<file path="src/rtl/uart_pkg.sv">
// Shared UART definitions: parity modes, receiver state encoding and the
// baud-tick divider helper used to size the oversampling counter.
package uart_pkg;

  localparam int OVERSAMPLE = 16;

  localparam int PAR_NONE = 0;
  localparam int PAR_ODD  = 1;
  localparam int PAR_EVEN = 2;

  typedef enum logic [2:0] {
    ST_IDLE   = 3'd0,
    ST_START  = 3'd1,
    ST_DATA   = 3'd2,
    ST_PARITY = 3'd3,
    ST_STOP   = 3'd4,
    ST_BREAK  = 3'd5
  } rx_state_e;

  // Rounded so the tick rate lands as close as possible to OVERSAMPLE*baud.
  function automatic int uart_div(input int clk_hz, input int baud);
    return (clk_hz + (OVERSAMPLE / 2) * baud) / (OVERSAMPLE * baud);
  endfunction

endpackage

</file>
<file path="src/rtl/sync_fifo.sv">
// Single-clock show-ahead FIFO: the head entry is visible on rdata_o while
// not empty; a pop is accepted alongside a push even when full.
module sync_fifo #(
  parameter int WIDTH = 8,
  parameter int DEPTH = 16
) (
  input  logic                       clk_i,
  input  logic                       rst_ni,
  input  logic                       push_i,
  input  logic [WIDTH-1:0]           wdata_i,
  input  logic                       pop_i,
  output logic [WIDTH-1:0]           rdata_o,
  output logic                       full_o,
  output logic                       empty_o,
  output logic [$clog2(DEPTH+1)-1:0] count_o
);

  localparam int AW = (DEPTH > 1) ? $clog2(DEPTH) : 1;
  localparam int CW = $clog2(DEPTH + 1);

  logic [WIDTH-1:0] mem_q [DEPTH];
  logic [AW-1:0]    wr_ptr_q, wr_ptr_d;
  logic [AW-1:0]    rd_ptr_q, rd_ptr_d;
  logic [CW-1:0]    count_q, count_d;
  logic             do_push, do_pop;

  assign empty_o = (count_q == '0);
  assign full_o  = (count_q == CW'(DEPTH));
  assign do_pop  = pop_i & ~empty_o;
  assign do_push = push_i & (~full_o | do_pop);
  assign count_o = count_q;
  // Forced to zero when empty so the head port never shows stale data.
  assign rdata_o = empty_o ? '0 : mem_q[rd_ptr_q];

  always_comb begin
    wr_ptr_d = wr_ptr_q;
    rd_ptr_d = rd_ptr_q;
    count_d  = count_q;
    if (do_push) wr_ptr_d = wr_ptr_q + AW'(1);
    if (do_pop)  rd_ptr_d = rd_ptr_q + AW'(1);
    case ({do_push, do_pop})
      2'b10:   count_d = count_q + CW'(1);
      2'b01:   count_d = count_q - CW'(1);
      default: count_d = count_q;
    endcase
  end

  always_ff @(posedge clk_i) begin
    if (do_push) mem_q[wr_ptr_q] <= wdata_i;
  end

  always_ff @(posedge clk_i or negedge rst_ni) begin
    if (!rst_ni) begin
      wr_ptr_q <= '0;
      rd_ptr_q <= '0;
      count_q  <= '0;
    end else begin
      wr_ptr_q <= wr_ptr_d;
      rd_ptr_q <= rd_ptr_d;
      count_q  <= count_d;
    end
  end

endmodule

</file>
<file path="src/rtl/uart_rx_fifo.sv">
// UART receiver with 16x oversampling and 3-sample majority vote, feeding a
// show-ahead RX FIFO drained through ready/ack, with sticky error flags.
module uart_rx_fifo
  import uart_pkg::*;
#(
  parameter int CLK_HZ     = 25_000_000,
  parameter int BAUD       = 115_200,
  parameter int DATA_BITS  = 8,
  parameter int PARITY     = PAR_NONE,
  parameter int FIFO_DEPTH = 16
) (
  input  logic                            clock25,
  input  logic                            reset_n,
  input  logic                            rx,
  output logic [DATA_BITS-1:0]            rbyte,
  output logic                            ready,
  input  logic                            ack,
  output logic [$clog2(FIFO_DEPTH+1)-1:0] count,
  output logic                            frame_err,
  output logic                            parity_err,
  output logic                            overrun,
  input  logic                            clr_err
);

  localparam int DIV = uart_div(CLK_HZ, BAUD);
  localparam int DW  = (DIV > 1) ? $clog2(DIV) : 1;
  localparam int BW  = $clog2(DATA_BITS);

  logic [1:0]           sync_q, sync_d;
  logic [DW-1:0]        tick_cnt_q, tick_cnt_d;
  logic [3:0]           s_q, s_d;
  logic [1:0]           samp_q, samp_d;
  logic [BW-1:0]        bit_q, bit_d;
  logic [DATA_BITS-1:0] shreg_q, shreg_d;
  logic                 par_bad_q, par_bad_d;
  rx_state_e            state_q, state_d;
  logic                 frame_err_q, frame_err_d;
  logic                 parity_err_q, parity_err_d;
  logic                 overrun_q, overrun_d;

  logic rx_s, tick, mid, maj, start_det, par_exp;
  logic push, pop, fifo_full, fifo_empty;
  logic set_frame, set_parity, set_overrun;

  assign rx_s      = sync_q[1];
  assign tick      = (tick_cnt_q == DW'(DIV - 1));
  assign mid       = tick & (s_q == 4'd9);
  // Samples from s=7 and s=8 are held; the s=9 sample is the live line.
  assign maj       = (samp_q[0] & samp_q[1]) | (samp_q[0] & rx_s) | (samp_q[1] & rx_s);
  assign start_det = (state_q == ST_IDLE) & ~rx_s;
  assign par_exp   = (PARITY == PAR_ODD) ? ~(^shreg_q) : ^shreg_q;
  assign ready     = ~fifo_empty;
  assign pop       = ack & ready;

  always_comb begin
    sync_d     = {sync_q[0], rx};
    tick_cnt_d = (start_det || tick) ? '0 : tick_cnt_q + DW'(1);
    s_d        = s_q;
    samp_d     = samp_q;
    if (state_q == ST_IDLE) begin
      s_d = 4'd0;
    end else if (tick) begin
      s_d = s_q + 4'd1;
      if (s_q == 4'd7) samp_d[0] = rx_s;
      if (s_q == 4'd8) samp_d[1] = rx_s;
    end
  end

  always_comb begin
    state_d     = state_q;
    bit_d       = bit_q;
    shreg_d     = shreg_q;
    par_bad_d   = par_bad_q;
    push        = 1'b0;
    set_frame   = 1'b0;
    set_parity  = 1'b0;
    set_overrun = 1'b0;
    case (state_q)
      ST_IDLE: begin
        if (!rx_s) state_d = ST_START;
      end
      ST_START: begin
        if (mid) begin
          if (maj) begin
            state_d = ST_IDLE;
          end else begin
            state_d   = ST_DATA;
            bit_d     = '0;
            par_bad_d = 1'b0;
          end
        end
      end
      ST_DATA: begin
        if (mid) begin
          shreg_d = {maj, shreg_q[DATA_BITS-1:1]};
          if (bit_q == BW'(DATA_BITS - 1))
            state_d = (PARITY != PAR_NONE) ? ST_PARITY : ST_STOP;
          else
            bit_d = bit_q + BW'(1);
        end
      end
      ST_PARITY: begin
        if (mid) begin
          par_bad_d = (maj != par_exp);
          state_d   = ST_STOP;
        end
      end
      ST_STOP: begin
        // Leaving at the stop-bit midpoint lets a back-to-back start edge be seen.
        if (mid) begin
          state_d = ST_IDLE;
          if (!maj) begin
            set_frame = 1'b1;
            state_d   = ST_BREAK;
          end else if (par_bad_q) begin
            set_parity = 1'b1;
          end else if (fifo_full && !pop) begin
            set_overrun = 1'b1;
          end else begin
            push = 1'b1;
          end
        end
      end
      ST_BREAK: begin
        if (rx_s) state_d = ST_IDLE;
      end
      default: state_d = ST_IDLE;
    endcase
  end

  assign frame_err_d  = set_frame   | (frame_err_q  & ~clr_err);
  assign parity_err_d = set_parity  | (parity_err_q & ~clr_err);
  assign overrun_d    = set_overrun | (overrun_q    & ~clr_err);

  always_ff @(posedge clock25 or negedge reset_n) begin
    if (!reset_n) begin
      sync_q       <= 2'b11;
      tick_cnt_q   <= '0;
      s_q          <= '0;
      samp_q       <= 2'b11;
      bit_q        <= '0;
      shreg_q      <= '0;
      par_bad_q    <= 1'b0;
      state_q      <= ST_IDLE;
      frame_err_q  <= 1'b0;
      parity_err_q <= 1'b0;
      overrun_q    <= 1'b0;
    end else begin
      sync_q       <= sync_d;
      tick_cnt_q   <= tick_cnt_d;
      s_q          <= s_d;
      samp_q       <= samp_d;
      bit_q        <= bit_d;
      shreg_q      <= shreg_d;
      par_bad_q    <= par_bad_d;
      state_q      <= state_d;
      frame_err_q  <= frame_err_d;
      parity_err_q <= parity_err_d;
      overrun_q    <= overrun_d;
    end
  end

  assign frame_err  = frame_err_q;
  assign parity_err = parity_err_q;
  assign overrun    = overrun_q;

  sync_fifo #(
    .WIDTH (DATA_BITS),
    .DEPTH (FIFO_DEPTH)
  ) u_fifo (
    .clk_i   (clock25),
    .rst_ni  (reset_n),
    .push_i  (push),
    .wdata_i (shreg_q),
    .pop_i   (pop),
    .rdata_o (rbyte),
    .full_o  (fifo_full),
    .empty_o (fifo_empty),
    .count_o (count)
  );

endmodule

</file>
<file path="config.mk">
export PLATFORM = sky130hd
export DESIGN_NAME = uart_rx_fifo
export DESIGN_NICKNAME = d
export VERILOG_FILES = /design/src/rtl/uart_pkg.sv /design/src/rtl/sync_fifo.sv /design/src/rtl/uart_rx_fifo.sv
export SDC_FILE = /design/constraint.sdc
export NUM_CORES = 1
export LEC_CHECK = 0
export BUFFER_PORTS_ARGS = -buffer_cell sky130_fd_sc_hd__buf_2
export CORE_ASPECT_RATIO = 1.5
export CORE_MARGIN = 2
export CORE_UTILIZATION = 62
export CTS_CLUSTER_DIAMETER = 50
export DETAILED_ROUTE_END_ITERATION = 7
export GPL_TIMING_DRIVEN = 0
export PLACE_DENSITY = 0.87
export SYNTH_ARGS = -nofsm -noshare
export SYNTH_HDL_FRONTEND = slang
export SYNTH_HIERARCHICAL = 1
export SYNTH_SLANG_ARGS = --single-unit
</file>
<file path="constraint.sdc">
create_clock -name clock25 -period 6.8 [get_ports clock25]
set_input_delay 0.34 -clock clock25 [delete_from_list [all_inputs] [get_ports clock25]]
set_output_delay 0.34 -clock clock25 [all_outputs]
set_load 0.05 [all_outputs]
</file>
==> reports/metrics.yaml <==
area.growth.synth_to_final_pct: 12.7
ir_worst_vdd_uv: 349
fp.coreArea_sq_um: 11600
antenna_found_initial: 0
holdBufCountCts: 0
synth-seq-cells: 171
antenna_cells: 0
async_flop_share_pct: 25.1
synthFlopType: "edfxtp_1"
pre_cts_ws_ps: 3160
start_util_pct: 63.9
p_per_area_nw_per_um2: 358
ant_nets: 0
drv_cap: 0
fp.dieH_um: 138
ctsResizeCount: 0
die_w_um: 93.2
arrival_ps: 4090
rsz0062_at_grt: "no"
dp_hpwl_um: 9320
overflow: 0
grt_pass1_vias: 4134
ys_types: 60
cp-end-kind: "register"
cts_root_buf: "clkbuf_16"
via_per_inst: 6.43
track_usage_pct: 24.7
synthTopCellsByArea: "edfxtp_1 52%, dfrtp_1 13%, mux4_2 8.5%"
ys_seq_area_share_pct: 66.5
setup_ws_ps: 3030
routed_wl_um: 14700
syn-instance-count: 432
worst_pin_slew_ps: 979
status: "finished clean"
die_area_sq_um: 12900
fin_crit_sh_pct: 55.4
drt_first_pass_iters: 4
synth_fp_nets: 453
clk_latency_ps: 420
required_ps: 7130
yosysMostFrequentCell: "edfxtp_1"
ys_top_cells_by_count: "128 x edfxtp_1, 39 x dfrtp_1, 28 x mux4_2, 19 x inv_1, 19 x nor2_1"
postCtsSetupBuffers: 0
synth_top_area_share_pct: 51.9
clk_path_buf_depth: 2
setup_viol: 0
synth_top_cell_by_area: "edfxtp_1"
crit_type: "register to register"
grt_max_degree: 44
num_rows: 48
clkSinkCount: 171
io_pins: 22
power.leakage_nw: 3.21
hold_class: "input pin to register"
drc: 0
num_vias: 4103
fmax_mhz: 266
gp_congestion: 0.838
crit_fanout: 11
finalHoldViolations: 0
path_clk_slew_ps: 60
slew_viol_final: 0
setup.worst_path.start_class: "register"
setup_tns_ps: 0
wl_per_cell_um: 23.0
grt_pass1_wl_um: 22900
yosys_warnings: 6
drive_gt1_share_pct: 26.2
tritoncts: "yes"
avgSynthCellArea_sq_um: 17.1
detailedRoute.firstIterationViolations: 317
cts_max_level: 4
fin_skew_ps: 7.84
syn_area_sq_um: 7400
maxSlewHeadroom_pct: 34.7
io_buffers: 21
nNetsFinal: 497
cts_buffers: 17
total_power_mw: 2.99
min_period_ps: 3770
synth_edf_count: 128
==> power by group <==
group | total, mW | leakage, nW | internal [mW] | switching [mW]
logic | 0.832 | 1.04 | 0.309 | 0.522
registers | 1.18 | 1.88 | 1.14 | 0.0406
clock network | 0.975 | 0.286 | 0.578 | 0.397
total | 2.99 | 3.21 | 2.03 | 0.960
==> critical path: stages (launching register included) <==
cell and delay, ps:
dfrtp_1 460, or4_4 230, nor2_8 70, nor2b_1 390
nand2b_1 190, nor3b_1 740, inv_1 180, nand2b_1 180
inv_1 100, ha_1 350, nand2b_1 100, a2111o_1 390
o31a_1 110, o211ai_1 170
==> layout by cell type (no fill, tap or decap), drive strengths merged, types with 7 or more instances in the layout <==
cell,n
nor2b,9
edfxtp,128
mux2i,10
xnor2,15
clkbuf,23
buf,38
and2,9
inv,23
nor2,20
ha,15
dfrtp,39
mux2,14
nand2,7
nand3,8
mux4,32
a211oi,16
==> area by class of cell <==
class                   instances  area (sq um)
repair buffers                 25           135
flip-flops and latches        171          4920
inverters                      19          71.3
plain buffers                  19           120
multi-input cells             223          2310
well taps                     150           188
clock inverters                14           170
clock buffers                  17           425
fillers                       666          3240
==> through the flow <==
stage / area [sq um] / hold slack (ps) / utilization (%) / std cells
2_1_floorplan: 7400 / 44.4 / - / 432
3_3_place_gp: 7700 / 346 / 66.4 / 603
3_5_place_dp: 7750 / 349 / 66.9 / 607
4_1_cts: 8350 / 4.19 / 72.0 / 638
5_1_grt: 8350 / 4.23 / 72.0 / 638
6_report: 8350 / 20.1 / 72.0 / 638
==> logic make-up after synthesis <==
family | Yosys count | share of synthesized area [%]
xor gates and xnor gates | 21 | 2.67
AOI/OAI and AO/OA | 44 | 4.66
buffers and inverters | 38 | 2.59
adders and majority gates | 17 | 2.96
and+or+nand+nor | 85 | 7.10
DFF | 171 | 66.5
muxes | 56 | 13.5
==> sequential cells by signal, summed over array words and instances, names as in the netlist <==
signal           cells
u_fifo/mem_q       128
shreg_q              8
u_fifo/count_o       5
s_q                  4
tick_cnt_q           4
u_fifo/rd_ptr_q      4
u_fifo/wr_ptr_q      4
bit_q                3
state_q              3
samp_q               2
sync_q               2
frame_err            1
overrun              1
par_bad_q            1
parity_err           1
==> per-layer routing <==
layer | up-vias | share of wire (%) | global-route usage [%]
li1 | 1773 | - | -
met1 | 2127 | 38 | 30.0
met2 | 172 | 54 | 42.8
met3 | 31 | 4.5 | 4.16
met4 | 0 | 2.9 | 12.0
met5 | - | 0 | 0
==> final timing paths <==
check                                   from                 to  slack (ps)  depth (start not counted)
max in group asynchronous            reset_n         shreg_q[1]        6110                          1
min reg2reg                        sync_q[0]          sync_q[1]         360                          0
max reg2reg                u_fifo/count_o[3]  u_fifo/count_o[4]        3030                         13
max                        u_fifo/count_o[3]  u_fifo/count_o[4]        3030                         13
min                                       rx          sync_q[0]          20                          1
min in group asynchronous            reset_n  u_fifo/count_o[3]          80                          1
Power figures use the tool's default switching activity.
